$ cat src/rtl/multi_edge_detector.sv
// multi_edge_detector
//   Multi-channel edge detector for asynchronous board-level inputs.
//   Each channel has a synchroniser chain, an optional debounce filter and a
//   per-channel edge mode. Detected edges are reported as one-cycle pulses,
//   latched into write-1-to-clear sticky flags, combined into a masked
//   interrupt and counted by a saturating event counter.
//
//   Optional feature: define MULTI_EDGE_DETECTOR_DEBOUNCE_EN to insert a
//   per-channel debounce filter of DEBOUNCE_CYCLES stable cycles between the
//   synchroniser and the edge detector. Without it, DEBOUNCE_CYCLES is unused
//   apart from its legality check.
//
//   Reset is synchronous and active-high (RESET sampled on the rising CLK edge).

module multi_edge_detector #(
    parameter int WIDTH           = 8,
    parameter int SYNC_STAGES     = 2,
    parameter int CNT_WIDTH       = 16,
    parameter int DEBOUNCE_CYCLES = 4
) (
    input  logic                   CLK,
    input  logic                   RESET,
    input  logic                   ENABLE,
    input  logic [WIDTH-1:0]       SIGNAL,
    input  logic [2*WIDTH-1:0]     MODE,
    input  logic [WIDTH-1:0]       FLAG_CLEAR,
    input  logic [WIDTH-1:0]       IRQ_MASK,
    input  logic                   COUNT_CLEAR,
    output logic [WIDTH-1:0]       RISING_EDGE,
    output logic [WIDTH-1:0]       FALLING_EDGE,
    output logic [WIDTH-1:0]       FLAGS,
    output logic                   IRQ,
    output logic [CNT_WIDTH-1:0]   EVENT_COUNT,
    output logic [WIDTH-1:0]       LEVEL
);

    // ------------------------------------------------------------------
    // Parameter legality, caught at elaboration time
    // ------------------------------------------------------------------
    if (SYNC_STAGES < 2 || SYNC_STAGES > 4) begin : g_bad_sync_stages
        $error("multi_edge_detector: SYNC_STAGES must be in the range 2..4");
    end

    if (DEBOUNCE_CYCLES < 2) begin : g_bad_debounce_cycles
        $error("multi_edge_detector: DEBOUNCE_CYCLES must be at least 2");
    end

    if (WIDTH < 1 || CNT_WIDTH < 1) begin : g_bad_widths
        $error("multi_edge_detector: WIDTH and CNT_WIDTH must be at least 1");
    end

    // ------------------------------------------------------------------
    // Declarations
    // ------------------------------------------------------------------
    localparam logic [CNT_WIDTH-1:0] COUNT_MAX = {CNT_WIDTH{1'b1}};

    logic [SYNC_STAGES-1:0][WIDTH-1:0] sync_q, sync_d;
    logic [WIDTH-1:0]                  synced;     // last synchroniser stage
    logic [WIDTH-1:0]                  cur;        // level fed to the detector
    logic [WIDTH-1:0]                  prev_q, prev_d;
    logic [WIDTH-1:0]                  mode_rise, mode_fall;
    logic [WIDTH-1:0]                  rise_edge, fall_edge;
    logic                              any_edge;
    logic [WIDTH-1:0]                  flags_q, flags_d;
    logic [CNT_WIDTH-1:0]              count_q, count_d;

    // ------------------------------------------------------------------
    // Synchroniser chain: stage 0 samples the raw input, each later stage
    // re-samples the one before it. Runs regardless of ENABLE.
    // ------------------------------------------------------------------

    // Next state of the synchroniser shift register
    always_comb begin
        // NOTE: every variable driven here gets a default first, so no path
        // leaves it unassigned and no latch is inferred.
        sync_d    = sync_q;
        sync_d[0] = SIGNAL;
        for (int k = 1; k < SYNC_STAGES; k++) begin
            sync_d[k] = sync_q[k-1];
        end
    end

    // Synchroniser flops, cleared by reset
    always_ff @(posedge CLK) begin
        // NOTE: sequential state uses non-blocking assignments so every flop
        // samples the pre-edge values of its sources, as real hardware does.
        if (RESET) begin
            sync_q <= '0;
        end else begin
            sync_q <= sync_d;
        end
    end

    assign synced = sync_q[SYNC_STAGES-1];

`ifdef MULTI_EDGE_DETECTOR_DEBOUNCE_EN
    // ------------------------------------------------------------------
    // Debounce filter: the filtered level only follows the synchronised
    // input after it has differed for DEBOUNCE_CYCLES consecutive cycles.
    // Any return to agreement restarts the count, so shorter pulses vanish.
    // ------------------------------------------------------------------
    localparam int                    DB_CNT_W = $clog2(DEBOUNCE_CYCLES);
    localparam logic [DB_CNT_W-1:0]   DB_LAST  = DB_CNT_W'(DEBOUNCE_CYCLES - 1);

    logic [WIDTH-1:0][DB_CNT_W-1:0]   db_cnt_q, db_cnt_d;
    logic [WIDTH-1:0]                 level_q, level_d;

    // Per-channel debounce counter and filtered-level update
    always_comb begin
        db_cnt_d = db_cnt_q;
        level_d  = level_q;
        for (int i = 0; i < WIDTH; i++) begin
            if (synced[i] == level_q[i]) begin
                db_cnt_d[i] = '0;
            end else if (db_cnt_q[i] == DB_LAST) begin
                level_d[i]  = synced[i];
                db_cnt_d[i] = '0;
            end else begin
                db_cnt_d[i] = db_cnt_q[i] + DB_CNT_W'(1);
            end
        end
    end

    // Debounce counters and filtered level, cleared by reset
    always_ff @(posedge CLK) begin
        if (RESET) begin
            db_cnt_q <= '0;
            level_q  <= '0;
        end else begin
            db_cnt_q <= db_cnt_d;
            level_q  <= level_d;
        end
    end

    assign cur = level_q;
`else
    // Without the filter the detector watches the synchroniser output directly
    assign cur = synced;
`endif

    // ------------------------------------------------------------------
    // Edge detection. prev tracks cur every cycle, independent of ENABLE,
    // so re-enabling never reports an edge that happened while disabled.
    // ------------------------------------------------------------------
    assign prev_d = cur;

    // Delayed copy of the detector input
    always_ff @(posedge CLK) begin
        if (RESET) begin
            prev_q <= '0;
        end else begin
            prev_q <= prev_d;
        end
    end

    // Split the packed 2-bit-per-channel mode field into rise/fall enables
    always_comb begin
        mode_rise = '0;
        mode_fall = '0;
        for (int i = 0; i < WIDTH; i++) begin
            mode_rise[i] = MODE[2*i];
            mode_fall[i] = MODE[2*i+1];
        end
    end

    // Mode changes act combinationally on whatever edge is sitting in cur/prev
    assign rise_edge = {WIDTH{ENABLE}} & cur    & ~prev_q & mode_rise;
    assign fall_edge = {WIDTH{ENABLE}} & ~cur   &  prev_q & mode_fall;
    assign any_edge  = |(rise_edge | fall_edge);

    // ------------------------------------------------------------------
    // Sticky flags: clear first, then OR in new events, so a set arriving
    // in the same cycle as its clear strobe keeps the flag at 1.
    // ------------------------------------------------------------------

    // Next state of the sticky flags
    always_comb begin
        flags_d = (flags_q & ~FLAG_CLEAR) | rise_edge | fall_edge;
    end

    // Sticky flag register
    always_ff @(posedge CLK) begin
        if (RESET) begin
            flags_q <= '0;
        end else begin
            flags_q <= flags_d;
        end
    end

    // ------------------------------------------------------------------
    // Event counter: one increment per cycle with any pulse, however many
    // channels fire. Clear beats increment; the count holds at its maximum.
    // ------------------------------------------------------------------

    // Next state of the saturating event counter
    always_comb begin
        count_d = count_q;
        if (COUNT_CLEAR) begin
            count_d = '0;
        end else if (any_edge && (count_q != COUNT_MAX)) begin
            count_d = count_q + CNT_WIDTH'(1);
        end
    end

    // Event counter register
    always_ff @(posedge CLK) begin
        if (RESET) begin
            count_q <= '0;
        end else begin
            count_q <= count_d;
        end
    end

    // ------------------------------------------------------------------
    // Outputs
    // ------------------------------------------------------------------
    assign RISING_EDGE  = rise_edge;
    assign FALLING_EDGE = fall_edge;
    assign FLAGS        = flags_q;
    assign IRQ          = |(flags_q & IRQ_MASK);
    assign EVENT_COUNT  = count_q;
    assign LEVEL        = cur;

endmodule

$ cat config.mk
export PLATFORM = sky130hd
export DESIGN_NAME = multi_edge_detector
export DESIGN_NICKNAME = d
export VERILOG_FILES = /design/src/rtl/multi_edge_detector.sv
export SDC_FILE = /design/constraint.sdc
export NUM_CORES = 1
export LEC_CHECK = 0
export CAP_MARGIN = 20
export CORE_MARGIN = 3
export CORE_UTILIZATION = 45
export DETAILED_ROUTE_END_ITERATION = 12
export GPL_ROUTABILITY_DRIVEN = 0
export PLACE_DENSITY = 0.85
export SLEW_MARGIN = 10
export SYNTH_ARGS = -nofsm -noshare
export SYNTH_HDL_FRONTEND = slang
export SYNTH_SLANG_ARGS = --single-unit
$ cat constraint.sdc
create_clock -name CLK -period 5.3 [get_ports CLK]
set_clock_uncertainty 0.2 [all_clocks]
set_input_delay 1.06 -clock CLK [delete_from_list [all_inputs] [get_ports CLK]]
set_output_delay 1.06 -clock CLK [all_outputs]
set_load 0.005 [all_outputs]
[After elaboration in Yosys (flattened, before gate mapping)]
Cells that the tools add are included.
Cells by class
  add/subtract/negate cells: 1
  multipliers: 0
  divide/modulo/power cells: 0
  order comparisons: 0
  eq/ne operators: 1
  shift operators: 0
  muxes and demuxes: 0
  bitwise operators: 14
  reductions and logical operators: 4
Operators with widths (number)
  $and 8x8->8: 8
  $not 8->8: 3
  $or 8x8->8: 3
  $add 16x1->16 const B: 1
  $ne 16x16->1 const B: 1
  $reduce_or 8->1: 2
  $reduce_or 2->1: 1
  $logic_and 1x1->1: 1
Storage, ports and cells
  register bits: 48
  bits in latches: 0
  memory bits (writable): 0
  ROM bits: 0
  logic and storage cells: 25
  memories kept: 0

[Logic depth before layout (Yosys ltp)]
Gate-level depths: netlist of run 1.
  depth after elaboration: 7
  gate-level depth with buffers: 8
  depth with buffers taken out: 6

[Least setup slack after synthesis of run 1]
OpenSTA, ideal clock, no wires.
  path kind: input-to-reg
  from: in ENABLE
  to: reg count_q[14] (netlist: EVENT_COUNT[14])
  data arrival time: 2.678 ns
  slack: 2.297 ns
  stages on the path: 6
  buffers on the path: 1
  cell sequence: buf_6 and4b_1 or4_1 or4_1 a41oi_1 nor3_2
On the way
  cells in the longest elaborated chain, start to end: 6
  elaborated cells between the ends (all ways): 9
RTL lines
  start: declaration: RTL line 23  | input logic ENABLE,
  $and 8x8->8 (3 in a row): RTL line 168  | assign fall_edge = {WIDTH{ENABLE}} & ~cur & prev_q & mode_fall;
  via FALLING_EDGE[1]: RTL line 30  | output logic [WIDTH-1:0] FALLING_EDGE,
  $or 8x8->8: RTL line 169  | assign any_edge = |(rise_edge | fall_edge);
  $reduce_or 8->1: RTL line 169
  $logic_and 1x1->1: RTL line 200  | end else if (any_edge && (count_q != COUNT_MAX)) begin
  end signal: assignment: RTL line 210  | count_q <= count_d;
  end: declaration: RTL line 65  | logic [CNT_WIDTH-1:0] count_q, count_d;
The timed path passes the listed nets, and every way through them passes these cells.
A chain may end at the register's enable or synchronous reset.

[Worst setup path after layout of run 1]
  from: in ENABLE
  to: out RISING_EDGE[3]
On the way
  cells in the longest elaborated chain, start to end: 3
RTL lines
  $and 8x8->8 (3 in a row): RTL line 167  | assign rise_edge = {WIDTH{ENABLE}} & cur & ~prev_q & mode_rise;
  end: declaration: RTL line 29  | output logic [WIDTH-1:0] RISING_EDGE,
Every way passes these cells.

==> flow_metrics.env, run 1 <==
export IMPL_status="completed"
export IMPL_clockBufferDepth=2
export IMPL_hp_start="sync_d[12]$_SDFF_PP0_"
export IMPL_row_count=24
export IMPL_cts_tree="done"
export IMPL_hold_depth=1
export IMPL_die_y_microns=74
export IMPL_ys_ff_latch=48
export IMPL_final_nets=346
export IMPL_die_w_microns=74
export IMPL_synth_yosys_seq_area_share=0.462
export IMPL_firstDrtPassIters=4
export IMPL_cts_setup_buffers=0
export IMPL_hold_ws_ns=0.243
export IMPL_hold_end="LEVEL[4]$_SDFF_PP0_"
export IMPL_cts_resized=0
export IMPL_synth_edf_count=0
export IMPL_layout_common_cells="clkdlybuf4s50_1, dfxtp_1, nor2b_1, and4b_1, a21oi_1"
export IMPL_vias=1956
export IMPL_async_flop_share=0
export IMPL_critPathMaxFanout=16
export IMPL_antenna_found_initial=0
export IMPL_num_io_pins=93
export IMPL_final_common_cell="clkdlybuf4s50_1"
export IMPL_ctsRootBufferMaster="clkbuf_8"
export IMPL_drive_gt1_frac=0.0662
export IMPL_r2r_start="EVENT_COUNT[0]$_SDFFE_PP0P_"
export IMPL_synth_flop_cell="dfxtp_1"
export IMPL_hold_viol_final=0
export IMPL_drtAntennaViolNets=0
export IMPL_setup_viol=0
export IMPL_diodes=0
export IMPL_worstPathArrival_ns=2.66
export IMPL_first_global_vias=1821
export IMPL_relSlewSlack=0.494
export IMPL_yosys_warnings=0
export IMPL_hp_class="register to register"
export IMPL_first_iter_violations=112
export IMPL_avgSynthCellArea_sq_um=9.77
export IMPL_path_clk_slew_ns=0.08
export IMPL_worst_pin_slew_ns=0.758
export IMPL_grt_max_degree=37
export IMPL_maxCapViolations=0
export IMPL_dp_slack_ns=1.36
export IMPL_reg2reg_to="EVENT_COUNT[13]$_SDFFE_PP0P_"
export IMPL_rsz0062_at_grt="false"
export IMPL_dieArea_sq_um=5480
export IMPL_cp_end_kind="output pin"
export IMPL_slew_violations=0
export IMPL_rrSetupSlack_ns=2.89
export IMPL_powerDensity_nw_per_um2=220
export IMPL_syn_nets=258
export IMPL_gr_total_overflow=0
export IMPL_start_util=0.471
export IMPL_htree_levels=2
export IMPL_vdd_drop_max_mv=0.147
export IMPL_crit_required_ns=4.04
export IMPL_grt_first_pass_wirelength_microns=8550
export IMPL_viasPerCell=5.53
export IMPL_drc=0
export IMPL_p_leak_uw=0.00111
export IMPL_cp_start_kind="primary input"
export IMPL_setup_slack_ns=1.38
export IMPL_syn_to_final_growth_pct=49.1
export IMPL_netlist_area_sq_um=2080
export IMPL_setup_tns_ns=0
export IMPL_clock_latency_ns=0.30
export IMPL_drt_wl_total_microns=5430
export IMPL_min_period_ns=3.92
export IMPL_hpwl_microns=4120
export IMPL_fin_crit_sh=0.740
export IMPL_numCtsBuffers=5
export IMPL_coreArea_sq_um=4410
export IMPL_io_buffers=92
export IMPL_yosysUniqueCellTypes=38
export IMPL_ctsHoldBuffers=0
export IMPL_grt_usage=0.203
export IMPL_cts_sinks=48
export IMPL_syn_inst=213
export IMPL_rr_worst_depth=6
export IMPL_max_freq_mhz=255
export IMPL_crit_type="primary input to output pin"
export IMPL_avgRoutedWirePerCell_microns=15.3
-- final cells by class --
class | instances | area (sq um)
fillers | 361 | 1310
multi-input cells | 151 | 1040
flip-flops and latches | 48 | 961
repair buffers | 94 | 936
clock buffers | 7 | 86.3
well taps | 52 | 65.1
clock inverters | 1 | 7.51
inverters | 1 | 3.75
-- how the worst max path moves through the flow --
stage | from | to | slack (ns)
after floorplan | ENABLE | EVENT_COUNT[14]$_SDFFE_PP0P_ | 2.30
after global placement | ENABLE | RISING_EDGE[5] | 1.41
after detailed placement | ENABLE | RISING_EDGE[3] | 1.36
after CTS | ENABLE | RISING_EDGE[3] | 1.36
after global routing | ENABLE | RISING_EDGE[3] | 1.25
final | ENABLE | RISING_EDGE[3] | 1.38
-- cells in the mapped netlist (all sizes together) (2+ instances only) --
library cell | number | area share
a21oi | 12 | 0.029
o31ai | 9 | 0.032
and4 | 2 | 0.0084
nand3 | 6 | 0.014
and2 | 3 | 0.0090
o211ai | 2 | 0.0072
clkbuf | 7 | 0.013
nor4 | 2 | 0.013
nor2b | 32 | 0.096
and3 | 4 | 0.012
and4b | 16 | 0.081
buf | 6 | 0.024
or4 | 13 | 0.052
nand2 | 2 | 0.0036
o21ai | 5 | 0.012
nor3 | 11 | 0.034
or3 | 4 | 0.012
nor2 | 11 | 0.020
dfxtp | 48 | 0.46
nand4 | 5 | 0.015
a22oi | 4 | 0.014
-- logic make-up after synthesis --
group | after synthesis | synth area share
AO/OA/AOI/OAI | 35 | 0.108
adder cells (fa/ha/maj) | 1 | 0.00601
buffers and inverters | 14 | 0.0385
flip-flops | 48 | 0.462
multiplexers | 1 | 0.00481
AND/OR/NAND/NOR | 114 | 0.381
-- critical path: stages --
cell             delay (ns)
clkdlybuf4s50_1        0.74
and4b_1                0.33
clkdlybuf4s50_1        0.52
-- stage by stage --
step / util / std cells / cell area (sq um) / total power, uW
3_3_place_gp: 0.681 / 346 / 3010 / 465
6_report: 0.703 / 354 / 3100 / 683
2_1_floorplan: - / 213 / 2080 / 418
3_5_place_dp: 0.681 / 346 / 3010 / 467
5_1_grt: 0.703 / 354 / 3100 / 712
4_1_cts: 0.702 / 354 / 3100 / 689
-- flip-flops by register name (all words and copies together), names as in the netlist --
register	cells
prev_q	8
LEVEL	8
EVENT_COUNT	16
FLAGS	8
sync_d	8
-- routing by layer --
metal,track usage,up-vias,routed length (microns)
met1,0.262,904,2340
met2,0.325,67,2620
li1,-,973,-
met5,0,-,0
met3,0.0595,12,339
met4,0.0744,0,121
-- power by group --
part           switching, uW  internal, uW
sequential              5.45           369
combinational           30.6          52.5
clock                    118           106
total                    155           528
(Power assumes the default switching activity.)
==> inputs of run 2 (changes only) <==
--- a/config.mk
+++ b/config.mk
@@ -7,10 +7,10 @@
 export LEC_CHECK = 0
 export CAP_MARGIN = 20
 export CORE_MARGIN = 3
-export CORE_UTILIZATION = 45
+export CORE_UTILIZATION = 41
 export DETAILED_ROUTE_END_ITERATION = 12
 export GPL_ROUTABILITY_DRIVEN = 0
-export PLACE_DENSITY = 0.85
+export PLACE_DENSITY = 0.79
 export SLEW_MARGIN = 10
 export SYNTH_ARGS = -nofsm -noshare
 export SYNTH_HDL_FRONTEND = slang
==> constraint.sdc (replaced) <==
create_clock -name CLK -period 4.1 [get_ports CLK]
set_clock_uncertainty 0.2 [all_clocks]
set_input_delay 0.82 -clock CLK [delete_from_list [all_inputs] [get_ports CLK]]
set_output_delay 0.82 -clock CLK [all_outputs]
set_load 0.005 [all_outputs]
==> run 2 against run 1 <==
- total power grew 30%
- hold slack worse by 0.0015 ns
- flip-flop and latch count stayed put
- critical path type unchanged
- largest cell class unchanged
- highest routed layer unchanged
==> flow_metrics.env, run 2 (synthesis results as in run 1) <==
export IMPL_instances_no_fill=369
export IMPL_slew_violations=0
export IMPL_critical_path_max_stage_delay_ns=0.75
export IMPL_relSlewSlack=0.601
export IMPL_gr_total_overflow=0
export IMPL_crit_buf_inv=2
export IMPL_largest_reg_flops=16
export IMPL_dp_slack_ns=0.453
export IMPL_clock_latency_ns=0.29
export IMPL_die_w_microns=77.2
export IMPL_first_iter_violations=95
export IMPL_antenna_found_initial=0
export IMPL_rr_worst_depth=7
export IMPL_fin_crit_sh=0.849
export IMPL_final_common_cell="clkdlybuf4s50_1"
export IMPL_ctsRootBufferMaster="clkbuf_8"
export IMPL_ctsHoldBuffers=0
export IMPL_die_y_microns=77.2
export IMPL_layout_common_cells="clkdlybuf4s50_1, dfxtp_1, nor2b_1, and4b_1, a21oi_1"
export IMPL_first_global_vias=1920
export IMPL_dieArea_sq_um=5970
export IMPL_clockBufferDepth=2
export IMPL_crit_chain="clkdlybuf4s50_1 > and4b_1 > clkdlybuf4s50_1"
export IMPL_p_leak_uw=0.00112
export IMPL_vias=1969
export IMPL_maxCapViolations=0
export IMPL_status="completed"
export IMPL_path_clk_slew_ns=0.08
export IMPL_worstPathArrival_ns=2.46
export IMPL_crit_type="primary input to output pin"
export IMPL_diodes=0
export IMPL_dpl_cell_area_sq_um=3030
export IMPL_cp_depth=3
export IMPL_syn_to_final_growth_pct=50.3
export IMPL_hpwl_microns=4130
export IMPL_avgRoutedWirePerCell_microns=14.6
export IMPL_worst_pin_slew_ns=0.597
export IMPL_max_freq_mhz=287
export IMPL_setup_viol=0
export IMPL_drtAntennaViolNets=0
export IMPL_drc=0
export IMPL_num_io_pins=93
export IMPL_cp_slowest_cell="clkdlybuf4s50_1"
export IMPL_rsz0062_at_grt="false"
export IMPL_setup_slack_ns=0.620
export IMPL_critPathMaxFanout=16
export IMPL_grt_usage=0.184
export IMPL_row_count=25
export IMPL_numCtsBuffers=5
export IMPL_start_util=0.432
export IMPL_io_buffers=92
export IMPL_crit_required_ns=3.08
export IMPL_setup_tns_ns=0
export IMPL_firstDrtPassIters=4
export IMPL_viasPerCell=5.34
export IMPL_final_nets=347
export IMPL_coreArea_sq_um=4820
export IMPL_cts_setup_buffers=0
export IMPL_cts_resized=0
export IMPL_min_period_ns=3.48
export IMPL_path_delay_family="buffers and inverters"
export IMPL_drt_wl_total_microns=5390
export IMPL_dpl_cell_count=362
export IMPL_powerDensity_nw_per_um2=284
export IMPL_design_area_sq_um=3130
export IMPL_htree_levels=2
export IMPL_cts_sinks=48
export IMPL_crit_top_cell="clkdlybuf4s50_1"
export IMPL_grt_first_pass_wirelength_microns=8910
export IMPL_cts_tree="done"
export IMPL_hold_viol_final=0
export IMPL_cp_start_kind="primary input"
export IMPL_grt_max_degree=37
export IMPL_hp_class="register to register"
export IMPL_cp_end_kind="output pin"
export IMPL_hold_ws_ns=0.241
export IMPL_drive_gt1_frac=0.0662
export IMPL_vdd_drop_max_mv=0.199
export IMPL_hold_depth=1
==> run 2: changes by cell type in the layout (fill, tap and decap cells not counted) <==
cell        previous run  this run
buf_4                  2         3
clkbuf_1               1         0
clkbuf_8               6         7
clkinvlp_4             1         0
nor2_1                10        11
nor2_2                 1         0
==> run 2: layout make-up <==
class                      count  area (sq um)
inverter                       1          3.75
tap                           67          83.8
fill                         418          1690
sequential                    48           961
clock buffer                   7          96.3
timing repair buffer          95           943
multi-input combinational    151          1040
==> run 2: per-stage QoR <==
stage | util | power, uW
2_1_floorplan | - | 540
6_report | 0.649 | 887
3_3_place_gp | 0.629 | 601
5_1_grt | 0.649 | 924
3_5_place_dp | 0.629 | 603
4_1_cts | 0.649 | 896
==> run 2: where the power goes <==
group | switching (uW) | internal [uW]
Clock | 146 | 150
Sequential | 6.60 | 478
Combinational | 39.5 | 67.8
==> run 2: routing by layer <==
metal  GRT usage  vias up  wire length [microns]
met5           0        -                      0
met4      0.0516        0                     48
met3      0.0798        6                    448
li1            -      972                      -
met1       0.207      922                   2230
met2       0.317       69                   2670
==> run 2: path summary, 6_finish.rpt <==
kind	startpoint	endpoint	slack, ns
hold reg to reg	sync_d[9]$_SDFF_PP0_	LEVEL[1]$_SDFF_PP0_	0.24
setup reg to reg	EVENT_COUNT[0]$_SDFFE_PP0P_	EVENT_COUNT[9]$_SDFFE_PP0P_	1.63
hold / removal	sync_d[9]$_SDFF_PP0_	LEVEL[1]$_SDFF_PP0_	0.24
setup / recovery	ENABLE	FALLING_EDGE[2]	0.62
==> run 2: worst register-to-register path: stages (launching register included) <==
cell and delay (ns):
dfxtp_1 0.39, ha_1 0.20, and3_1 0.25, nand3_1 0.26
nor2_1 0.56, buf_4 0.29, or4_1 0.13, a21oi_1 0.06
